File: config.mk
export PLATFORM = sky130hd
export DESIGN_NAME = fp_normalize_pipe_flat
export DESIGN_NICKNAME = d
export VERILOG_FILES = /design/src/rtl/fp_normalize_pipe_pkg.sv /design/src/rtl/fp_normalize_pipe_if.sv /design/src/rtl/fp_normalize_pipe_lzc.sv /design/src/rtl/fp_normalize_pipe.sv /design/src/flat_wrapper.sv
export SDC_FILE = /design/constraint.sdc
export NUM_CORES = 1
export LEC_CHECK = 0
export ABC_AREA = 1
export CORE_MARGIN = 4
export CORE_UTILIZATION = 55
export DETAILED_ROUTE_END_ITERATION = 6
export GPL_TIMING_DRIVEN = 1
export MAX_ROUTING_LAYER = met4
export PLACE_DENSITY = 0.91
export SYNTH_ARGS = -nofsm -noshare
export SYNTH_HDL_FRONTEND = slang
export SYNTH_SLANG_ARGS = --single-unit
File: constraint.sdc
create_clock -name clk -period 6.1 [get_ports clk]
set_input_delay 0.61 -clock clk [delete_from_list [all_inputs] [get_ports clk]]
set_output_delay 0.61 -clock clk [all_outputs]
set_load 0.005 [all_outputs]
File: src/rtl/fp_normalize_pipe_pkg.sv
// ----------------------------------------------------------------------------
// fp_norm_pkg
// Shared types and constants for the floating-point mantissa normaliser.
//   NORM_MW / NORM_EW : datapath widths (significand incl. hidden bit, exponent)
//   LZW               : leading-zero count width, clog2(MW+1)
//   EXP_ONES          : all-ones biased exponent (infinity)
//   norm_res_t        : registered result payload (mant, exp, flags)
// Optional feature macro: NORM_STICKY_EN adds the sticky flag to the payload.
// ----------------------------------------------------------------------------
package fp_norm_pkg;

    localparam int unsigned NORM_MW = 24;
    localparam int unsigned NORM_EW = 8;

    // Width of a leading-zero count able to represent 0..mw inclusive
    function automatic int unsigned lzw_of(input int unsigned mw);
        return $clog2(mw + 1);
    endfunction

    localparam int unsigned LZW = $clog2(NORM_MW + 1);

    localparam logic [NORM_EW-1:0] EXP_ONES = '1;

    typedef struct packed {
        logic [NORM_MW-1:0] mant;
        logic [NORM_EW-1:0] exp;
        logic               zero;
        logic               denorm;
        logic               ovf;
`ifdef NORM_STICKY_EN
        logic               sticky;
`endif
    } norm_res_t;

endpackage

File: src/rtl/fp_normalize_pipe_if.sv
// ----------------------------------------------------------------------------
// fp_normalize_pipe_if
// Valid/ready operand and result channels of the mantissa normaliser.
//   in_*      : operand channel (carry, raw significand, tentative exponent)
//   out_*     : normalised result channel with zero/denorm/ovf flags
//   slave     : normaliser side; master : producer/consumer side
// Optional feature macro: NORM_STICKY_EN adds out_sticky.
// ----------------------------------------------------------------------------
interface fp_normalize_pipe_if #(
    parameter int unsigned MW = 24,
    parameter int unsigned EW = 8
);

    logic          in_valid;
    logic          in_ready;
    logic          in_carry;
    logic [MW-1:0] in_mant;
    logic [EW-1:0] in_exp;

    logic          out_valid;
    logic          out_ready;
    logic [MW-1:0] out_mant;
    logic [EW-1:0] out_exp;
    logic          out_zero;
    logic          out_denorm;
    logic          out_ovf;
`ifdef NORM_STICKY_EN
    logic          out_sticky;
`endif

`ifdef NORM_STICKY_EN
    modport slave (
        input  in_valid, in_carry, in_mant, in_exp, out_ready,
        output in_ready, out_valid, out_mant, out_exp,
               out_zero, out_denorm, out_ovf, out_sticky
    );

    modport master (
        output in_valid, in_carry, in_mant, in_exp, out_ready,
        input  in_ready, out_valid, out_mant, out_exp,
               out_zero, out_denorm, out_ovf, out_sticky
    );
`else
    modport slave (
        input  in_valid, in_carry, in_mant, in_exp, out_ready,
        output in_ready, out_valid, out_mant, out_exp,
               out_zero, out_denorm, out_ovf
    );

    modport master (
        output in_valid, in_carry, in_mant, in_exp, out_ready,
        input  in_ready, out_valid, out_mant, out_exp,
               out_zero, out_denorm, out_ovf
    );
`endif

endinterface

File: src/rtl/fp_normalize_pipe_lzc.sv
// ----------------------------------------------------------------------------
// norm_lzc
// Combinational leading-zero counter.
//   i_mant : MW-bit significand
//   o_lz_c : number of leading zeros, MW when i_mant is all-zero
// ----------------------------------------------------------------------------
module norm_lzc #(
    parameter int unsigned MW  = 24,
    parameter int unsigned LZW = $clog2(MW + 1)
) (
    input  logic [MW-1:0]  i_mant,
    output logic [LZW-1:0] o_lz_c
);

    // Scan from LSB upward; the last set bit seen is the most significant one
    always_comb begin : p_lzc
        logic [MW-1:0] w_scan;
        w_scan = i_mant;
        o_lz_c = LZW'(MW);
        for (int unsigned i = 0; i < MW; i++) begin
            if (w_scan[0]) begin
                o_lz_c = LZW'(MW - 1 - i);
            end
            w_scan = w_scan >> 1;
        end
    end

endmodule

File: src/rtl/fp_normalize_pipe.sv
// ----------------------------------------------------------------------------
// fp_normalize_pipe
// Two-stage pipelined mantissa normaliser for the FP adder. Stage 1 registers
// the operand and its leading-zero count; stage 2 computes and holds the
// normalised result (carry right-shift, left-shift with exponent decrement,
// underflow to denormal, overflow to infinity, exact zero).
//   clk  : rising-edge clock
//   rst  : synchronous active-high reset, flushes both stages
//   bus  : fp_normalize_pipe_if.slave operand/result channels
// MW/EW must match the payload widths in fp_norm_pkg.
// Optional feature macro: NORM_STICKY_EN adds out_sticky (bit lost on carry).
// ----------------------------------------------------------------------------
module fp_normalize_pipe
    import fp_norm_pkg::*;
#(
    parameter int unsigned MW = NORM_MW,
    parameter int unsigned EW = NORM_EW
) (
    input  logic                    clk,
    input  logic                    rst,
    fp_normalize_pipe_if.slave      bus
);

    localparam int unsigned LZ_W = lzw_of(MW);
    localparam int unsigned XW   = EW + 1;

    // Stage 1 registers
    logic            r_s1_valid;
    logic            r_s1_carry;
    logic [MW-1:0]   r_s1_mant;
    logic [EW-1:0]   r_s1_exp;
    logic [LZ_W-1:0] r_s1_lz;

    // Stage 2 (output) registers
    logic            r_s2_valid;
    norm_res_t       r_res;

    logic [LZ_W-1:0] w_lz;
    logic            w_s2_load;
    logic            w_s1_adv;
    logic            w_in_ready;
    norm_res_t       w_res;
    logic [XW-1:0]   w_exp_x;
    logic [XW-1:0]   w_exp_inc;
    logic [XW-1:0]   w_lz_x;
    logic [XW-1:0]   w_ushift;

    norm_lzc #(
        .MW  (MW),
        .LZW (LZ_W)
    ) u_lzc (
        .i_mant (bus.in_mant),
        .o_lz_c (w_lz)
    );

    // Ready chain: combinational from out_ready back to in_ready
    assign w_s2_load  = !r_s2_valid || bus.out_ready;
    assign w_s1_adv   = w_s2_load;
    assign w_in_ready = !r_s1_valid || w_s1_adv;

    // Stage 1: capture operand and its leading-zero count
    always_ff @(posedge clk) begin
        if (rst) begin
            r_s1_valid <= 1'b0;
            r_s1_carry <= 1'b0;
            r_s1_mant  <= '0;
            r_s1_exp   <= '0;
            r_s1_lz    <= '0;
        end else if (w_in_ready) begin
            r_s1_valid <= bus.in_valid;
            if (bus.in_valid) begin
                r_s1_carry <= bus.in_carry;
                r_s1_mant  <= bus.in_mant;
                r_s1_exp   <= bus.in_exp;
                r_s1_lz    <= w_lz;
            end
        end
    end

    // Stage 2 datapath: cases in priority order zero, carry, normal, underflow.
    // Exponent arithmetic is done one bit wider so nothing wraps.
    always_comb begin
        w_res     = '0;
        w_exp_x   = {1'b0, r_s1_exp};
        w_exp_inc = w_exp_x + XW'(1);
        w_lz_x    = XW'(r_s1_lz);
        w_ushift  = '0;

        if (!r_s1_carry && (r_s1_mant == '0)) begin
            w_res.zero = 1'b1;
        end else if (r_s1_carry) begin
            if (w_exp_inc >= XW'(EXP_ONES)) begin
                w_res.ovf = 1'b1;
                w_res.exp = EW'(EXP_ONES);
            end else begin
                w_res.mant = {1'b1, r_s1_mant[MW-1:1]};
                w_res.exp  = EW'(w_exp_inc);
`ifdef NORM_STICKY_EN
                w_res.sticky = r_s1_mant[0];
`endif
            end
        end else if (w_lz_x < w_exp_x) begin
            w_res.mant = r_s1_mant << r_s1_lz;
            w_res.exp  = EW'(w_exp_x - w_lz_x);
        end else begin
            // Shift only until the exponent reaches the denormal scale
            w_ushift     = (w_exp_x == '0) ? '0 : (w_exp_x - XW'(1));
            w_res.mant   = r_s1_mant << w_ushift;
            w_res.denorm = 1'b1;
        end
    end

    // Stage 2 register: loads when empty or when the consumer accepts
    always_ff @(posedge clk) begin
        if (rst) begin
            r_s2_valid <= 1'b0;
            r_res      <= '0;
        end else if (w_s2_load) begin
            r_s2_valid <= r_s1_valid;
            if (r_s1_valid) begin
                r_res <= w_res;
            end
        end
    end

    assign bus.in_ready   = w_in_ready;
    assign bus.out_valid  = r_s2_valid;
    assign bus.out_mant   = r_res.mant;
    assign bus.out_exp    = r_res.exp;
    assign bus.out_zero   = r_res.zero;
    assign bus.out_denorm = r_res.denorm;
    assign bus.out_ovf    = r_res.ovf;
`ifdef NORM_STICKY_EN
    assign bus.out_sticky = r_res.sticky;
`endif

endmodule

File: src/flat_wrapper.sv
// flat-port wrapper written by rule: the top's interface ports become plain ports
module fp_normalize_pipe_flat import fp_norm_pkg::*;
#(
    parameter int unsigned MW = NORM_MW,
    parameter int unsigned EW = NORM_EW
)
  (clk, rst, bus_in_valid, bus_in_carry, bus_in_mant, bus_in_exp, bus_out_ready, bus_in_ready, bus_out_valid, bus_out_mant, bus_out_exp, bus_out_zero, bus_out_denorm, bus_out_ovf);
  fp_normalize_pipe_if #(.MW(MW), .EW(EW)) bus_i ();
  input  logic clk;
  input  logic rst;
  input wire logic [$bits(bus_i.in_valid)-1:0] bus_in_valid;
  input wire logic [$bits(bus_i.in_carry)-1:0] bus_in_carry;
  input wire logic [$bits(bus_i.in_mant)-1:0] bus_in_mant;
  input wire logic [$bits(bus_i.in_exp)-1:0] bus_in_exp;
  input wire logic [$bits(bus_i.out_ready)-1:0] bus_out_ready;
  output wire logic [$bits(bus_i.in_ready)-1:0] bus_in_ready;
  output wire logic [$bits(bus_i.out_valid)-1:0] bus_out_valid;
  output wire logic [$bits(bus_i.out_mant)-1:0] bus_out_mant;
  output wire logic [$bits(bus_i.out_exp)-1:0] bus_out_exp;
  output wire logic [$bits(bus_i.out_zero)-1:0] bus_out_zero;
  output wire logic [$bits(bus_i.out_denorm)-1:0] bus_out_denorm;
  output wire logic [$bits(bus_i.out_ovf)-1:0] bus_out_ovf;
  assign bus_i.in_valid = bus_in_valid;
  assign bus_i.in_carry = bus_in_carry;
  assign bus_i.in_mant = bus_in_mant;
  assign bus_i.in_exp = bus_in_exp;
  assign bus_i.out_ready = bus_out_ready;
  assign bus_in_ready = bus_i.in_ready;
  assign bus_out_valid = bus_i.out_valid;
  assign bus_out_mant = bus_i.out_mant;
  assign bus_out_exp = bus_i.out_exp;
  assign bus_out_zero = bus_i.out_zero;
  assign bus_out_denorm = bus_i.out_denorm;
  assign bus_out_ovf = bus_i.out_ovf;
  fp_normalize_pipe #(.MW(MW), .EW(EW)) u_core (.clk(clk), .rst(rst), .bus(bus_i));
endmodule
After elaboration in Yosys (flattened, before gate mapping)
Cells that the tools add are included.
{"block": "totals", "memories": 0, "mem_bits_ro": 0, "elab_cells": 65, "latch_bits": 0, "output_inout_bits": 37, "ramBits": 0, "register_bits": 75, "input_bits": 37}
{"block": "op_classes", "div": 0, "reduce_logical": 10, "n_lt_le_gt_ge": 2, "bitwise_logic": 0, "n_mul": 0, "eq_ne": 0, "mux": 37, "shift": 2, "addsub": 3}
{"cell": "two-way mux 5 bit", "n": 23}
{"cell": "two-way mux 32 bit", "n": 2}
{"cell": "two-way mux 24 bit", "n": 2}
{"cell": "logical NOT 24 bit", "n": 1}
{"cell": "<< shifter 24 x 5 -> 24 bit", "n": 1}
{"cell": "<< shifter 24 x 9 -> 24 bit", "n": 1}
{"cell": "two-way mux 8 bit", "n": 2}
{"cell": "adder 8 x 1 -> 9 bit, second input constant", "n": 1}
{"cell": ">= comparator 9 x 8 -> 1 bit, second input constant", "n": 1}
{"cell": "two-way mux 9 bit", "n": 1}
{"cell": "subtractor 8 x 1 -> 9 bit, second input constant", "n": 1}
{"cell": "logical NOT 8 bit", "n": 1}
{"cell": "less-than comparator 5 x 8 -> 1 bit", "n": 1}
{"cell": "subtractor 8 x 5 -> 8 bit", "n": 1}
{"cell": "two-way mux 1 bit", "n": 5}
{"cell": "two-way mux 4 bit", "n": 1}
{"cell": "AND reduction 2 bit", "n": 2}
{"cell": "logical NOT 1 bit", "n": 3}
{"cell": "logical OR 1 bit", "n": 2}
{"cell": "two-way mux 2 bit", "n": 1}
{"cell": "logical AND 1 bit", "n": 1}

Logic depth before layout (Yosys ltp)
{"block": "logic_depth", "ltp_word": 24, "ltp_mapped": 25, "depth_no_buf": 25}

Cells and area by module
A second synthesis with hierarchy kept.
{"block": "unflattened", "hier_cells": 844, "area_unflattened_um2": 5192.5}
{"mod": "fp_normalize_pipe", "seq_area_each_um2": 1501.4, "cells_per_inst": 770, "instances": 1, "area_each_um2": 4878.4}
{"mod": "norm_lzc", "seq_area_each_um2": 0.0, "cells_per_inst": 74, "instances": 1, "area_each_um2": 314.1}

Worst setup path before layout
OpenSTA, ideal clock, no wires.
{"block": "synth_path", "path_type": "register to register", "from": "register u_core.r_s1_exp[0]", "to": "register u_core.r_res (netlist bit u_core.bus.out_mant[23])", "setup_time_ns": 0.132, "path_slack_ns": 3.377, "path_stages_with_launch": 25, "t_required_ns": 5.968, "synth_period_minus_slack_ns": 2.723, "arrival_time_ns": 2.591, "path_buffers": 2, "path_cell_list": "dfxtp_1 -> inv_2 -> ha_1 -> inv_1 -> fa_1 -> nand2_1 -> nand2_1 -> nand2_1 -> nand2_1 -> nand2_2 -> buf_6 -> nand3_2 -> nand2_2 -> inv_2 -> buf_4 -> nand3_1 -> nand3_1 -> nand3_1 -> nand2_1 -> nand2_1 -> nand2_1 -> nand2_1 -> nand2_1 -> nand2_1 -> a21oi_1"}
{"block": "synth_between", "elab_chain_len": 6, "word_cells_on_any_way": 11, "classes_between": "add/sub: 2; order compare: 2; shift: 1; mux: 5; reduce/logical: 1"}
{"element": "start, declared", "line_no": "fp_normalize_pipe.sv:31", "rtl": "logic [EW-1:0] r_s1_exp;"}
{"element": "start signal, assigned", "line_no": "fp_normalize_pipe.sv:74", "rtl": "r_s1_exp <= bus.in_exp;"}
{"element": "subtractor 8 x 1 -> 9 bit / logical NOT 8 bit (equally long branches)", "line_no": "fp_normalize_pipe.sv:107", "rtl": "w_ushift = (w_exp_x == '0) ? '0 : (w_exp_x - XW'(1));"}
{"element": "two-way mux 9 bit", "line_no": "fp_normalize_pipe.sv:107"}
{"element": "<< shifter 24 x 9 -> 24 bit", "line_no": "fp_normalize_pipe.sv:108", "rtl": "w_res.mant = r_s1_mant << w_ushift;"}
{"element": "two-way mux 24 bit", "line_no": "fp_normalize_pipe.sv:102", "rtl": "end else if (w_lz_x < w_exp_x) begin"}
{"element": "two-way mux 32 bit (*)", "line_no": "fp_normalize_pipe.sv:91", "rtl": "end else if (r_s1_carry) begin"}
{"element": "two-way mux 32 bit (*)", "line_no": "fp_normalize_pipe.sv:89", "rtl": "if (!r_s1_carry && (r_s1_mant == '0)) begin"}
{"element": "end signal, assigned", "line_no": "fp_normalize_pipe.sv:121", "rtl": "r_res <= w_res;"}
{"element": "end, declared", "line_no": "fp_normalize_pipe.sv:36", "rtl": "norm_res_t r_res;"}
Every way passes the cells marked *; elsewhere a longest branch is shown, timed or not.
A chain may end at the register's enable or synchronous reset.

Final worst setup path
{"block": "layout_path", "from": "register u_core.r_s1_exp[0]", "to": "register u_core.r_res (netlist bit u_core.bus.out_mant[12])"}
Same word-level chain as after synthesis.

==> flow_metrics.tcl <==
set metrics [dict create \
    outcome "completed" \
    crit_family "simple AND/OR/NAND/NOR gates" \
    grt.total_usage 0.287 \
    dp_hpwl_mm 11.6 \
    drc_errors 0 \
    multi_input_comb_area_mm2 0.00316 \
    antenna_found_initial 0 \
    cts_resized 0 \
    synth_ff_type "dfxtp_1" \
    path_cells "inv_2, ha_1, inv_1, fa_1, nand2_1, nand2_1, nand2_1, nand2_1, nand2_2, inv_2, nor2_4, inv_2, o21ai_4, inv_2, nand2_1, nand3_1, nand3_1, nand2_1, o21ai_1, nand2_1, a21oi_1" \
    numCtsBuffers 9 \
    maxSlewViolCount 0 \
    synthDistinctLibCells 39 \
    wire_per_inst_um 14.9 \
    h-tree-depth 3 \
    fmax_ghz 0.257 \
    hp-class "reg2reg" \
    cp.depth 21 \
    fin_worst_skew_ns 0.0100 \
    grt_max_degree 72 \
    ctsHoldBuffers 0 \
    overflow 0 \
    cp_slowest_cell "o21ai_4" \
    rows 35 \
    synth_cells 854 \
    crit_top_cell "nand2_1" \
    vias 5939 \
    syn_area_mm2 0.00521 \
    critPathMaxFanout 26 \
    critPathLaunchType "flip-flop" \
    synth-async-reset-ratio 0 \
    ys_ff_latch 75 \
    crit_required_ns 6.39 \
    wirelength_mm 15.4 \
    final_cells 1033 \
    dieArea_mm2 0.0111 \
    yosys_warnings 0 \
    setup_viol 0 \
    power.leakage_nw 2.64 \
    drive_gt1_frac 0.0575 \
    drt-initial-drc-count 570 \
    num_io_pins 74 \
    globalplace.congestion 1.05 \
    floorplan.initialDensity 0.563 \
    syn_area_per_cell_um2 6.10 \
    vias_per_cell 5.75 \
    nFillCells 873 \
    cpPeakStageDelay_ns 0.54 \
    grt_pass1_wl_mm 25.5 \
    fin_nets 946 \
    dr.pass1.iters 6 \
    worstSetupPathType "reg2reg" \
    cts.clk_slew.worst_paths_ns 0.08 \
    die_w_um 105 \
    hold_viol 0 \
    whs_ns 0.467 \
    worstSkewPairLatency_ns 0.36 \
    post_cts_buffers 0 \
    power_mw 1.62 \
    setup_tns_ns 0 \
    rrSetupSlack_ns 2.21 \
    rr_worst_depth 21 \
    seq_area_mm2 0.00150 \
    cts_tree "built" \
    end_kind "flip-flop" \
    drv_cap 0 \
    ant_nets 0 \
    power_density_mw_per_mm2 264 \
    critPathBufInv 5 \
    cts.sink_count 75 \
    slew_headroom 0.284 \
    syn-num-nets 901 \
    min_period_ns 3.89 \
    grt_pass1_vias 5462 \
    tightest_slew_ns 1.07 \
    crit_arrival_ns 4.18 \
    core_area_mm2 0.00924 \
    min_path_cells 2 \
    ir_drop_mv 0.134 \
    rsz0062_at_grt "false" \
    portBuffers 73 \
    die_h_um 105 \
    place_inst 1017 \
    clock_path_buffers 2 \
    root_buffer "clkbuf_8" \
    finalCritPeriodShare 0.638 \
    area_growth_pct 17.7 \
    ys_seq_area_frac 0.288 \
    synth_edf_count 0 \
    n_antenna_cell 0 \
]
-- power breakdown --
group          internal (mW)  total [mW]  switching (mW)  leakage, nW
logic                  0.240       0.676           0.437         1.92
registers              0.526       0.554          0.0279        0.617
clock network          0.191       0.388           0.197       0.0958
total                  0.956        1.62           0.662         2.64
-- registers in the layout, indices dropped and copies added, names as in the netlist, 5 cells and up --
name	flops
u_core.r_s1_exp	8
u_core.bus.out_mant	24
u_core.r_s1_lz	5
u_core.bus.out_exp	8
u_core.r_s1_mant	24
-- cells by family (layout without fill, tap and decap cells) --
family | after synthesis | after routing | synth area share
fa+ha+maj | 10 | 10 | 0.0255
simple gates | 431 | 431 | 0.360
xor+xnor | 11 | 11 | 0.0185
buf+inv | 132 | 182 | 0.106
compound gates | 195 | 195 | 0.202
flops | 75 | 75 | 0.288
-- cell type report --
type,instances,share of cell area
clock inverters,7,0.0125
repair buffers,79,0.127
multi-input cells,647,0.515
clock buffers,9,0.0202
well taps,129,0.0263
flip-flops and latches,75,0.245
inverters,87,0.0541
-- cells in the mapped netlist, drive strengths merged (3+ instances only) --
master / number / area share
nor2: 30 / 0.024
nand3: 118 / 0.12
dfxtp: 75 / 0.29
o21ai: 69 / 0.068
o211ai: 8 / 0.012
nor4: 7 / 0.0096
nor3: 10 / 0.011
xor2: 8 / 0.013
nand4: 6 / 0.0072
ha: 9 / 0.022
nand2: 258 / 0.19
buf: 17 / 0.022
a21oi: 107 / 0.10
clkbuf: 28 / 0.020
o31ai: 4 / 0.0058
xnor2: 3 / 0.0050
inv: 85 / 0.061
-- metrics by stage --
| stage | util | worst slack, ns | cell area (um^2) |
|---|---|---|---|
| after floorplan | - | 3.38 | 5210 |
| after global placement | 0.641 | 2.39 | 5930 |
| after detailed placement | 0.641 | 2.30 | 5930 |
| after CTS | 0.663 | 2.26 | 6130 |
| after global routing | 0.663 | 1.83 | 6130 |
| final | 0.663 | 2.21 | 6130 |
-- cells in the final DEF (no fill, tap or decap), drive strengths merged, types with 3 or more instances in the layout --
master | netlist | layout
nand2 | 258 | 258
clkdlybuf4s50 | 0 | 73
dfxtp | 75 | 75
xnor2 | 3 | 3
nor2 | 30 | 30
ha | 9 | 9
nand3 | 118 | 118
nor3 | 10 | 10
nor4 | 7 | 7
a21oi | 107 | 107
nand4 | 6 | 6
buf | 17 | 6
o211ai | 8 | 8
clkinv | 2 | 5
o21ai | 69 | 69
xor2 | 8 | 8
clkbuf | 28 | 9
o31ai | 4 | 4
inv | 85 | 86
-- path summary, 6_finish.rpt --
check | from | to
setup / recovery | u_core.r_s1_exp[0] | u_core.bus.out_mant[12]
hold / removal | u_core.bus.out_mant[20] | u_core.bus.out_mant[20]
setup reg to reg | u_core.r_s1_exp[0] | u_core.bus.out_mant[12]
hold reg to reg | u_core.bus.out_mant[20] | u_core.bus.out_mant[20]
-- worst reg2reg max path, cell delays in order (launching register included) --
cell	delay [ns]
dfxtp_1	0.34
inv_2	0.17
ha_1	0.19
inv_1	0.05
fa_1	0.39
nand2_1	0.08
nand2_1	0.09
nand2_1	0.07
nand2_1	0.05
nand2_2	0.26
inv_2	0.13
nor2_4	0.12
inv_2	0.08
o21ai_4	0.55
inv_2	0.35
nand2_1	0.21
nand3_1	0.11
nand3_1	0.12
nand2_1	0.07
o21ai_1	0.14
nand2_1	0.12
a21oi_1	0.15
-- metal layers --
metal | part of all wire | vias to the layer above | track usage | wire length [um]
met5 | 0 | - | - | 0
met1 | 0.39 | 2631 | 0.329 | 5970
li1 | - | 2933 | - | -
met3 | 0.072 | 85 | 0.0612 | 1110
met4 | 0.064 | 0 | 0.164 | 977
met2 | 0.48 | 290 | 0.466 | 7330
(Power assumes the default switching activity.)
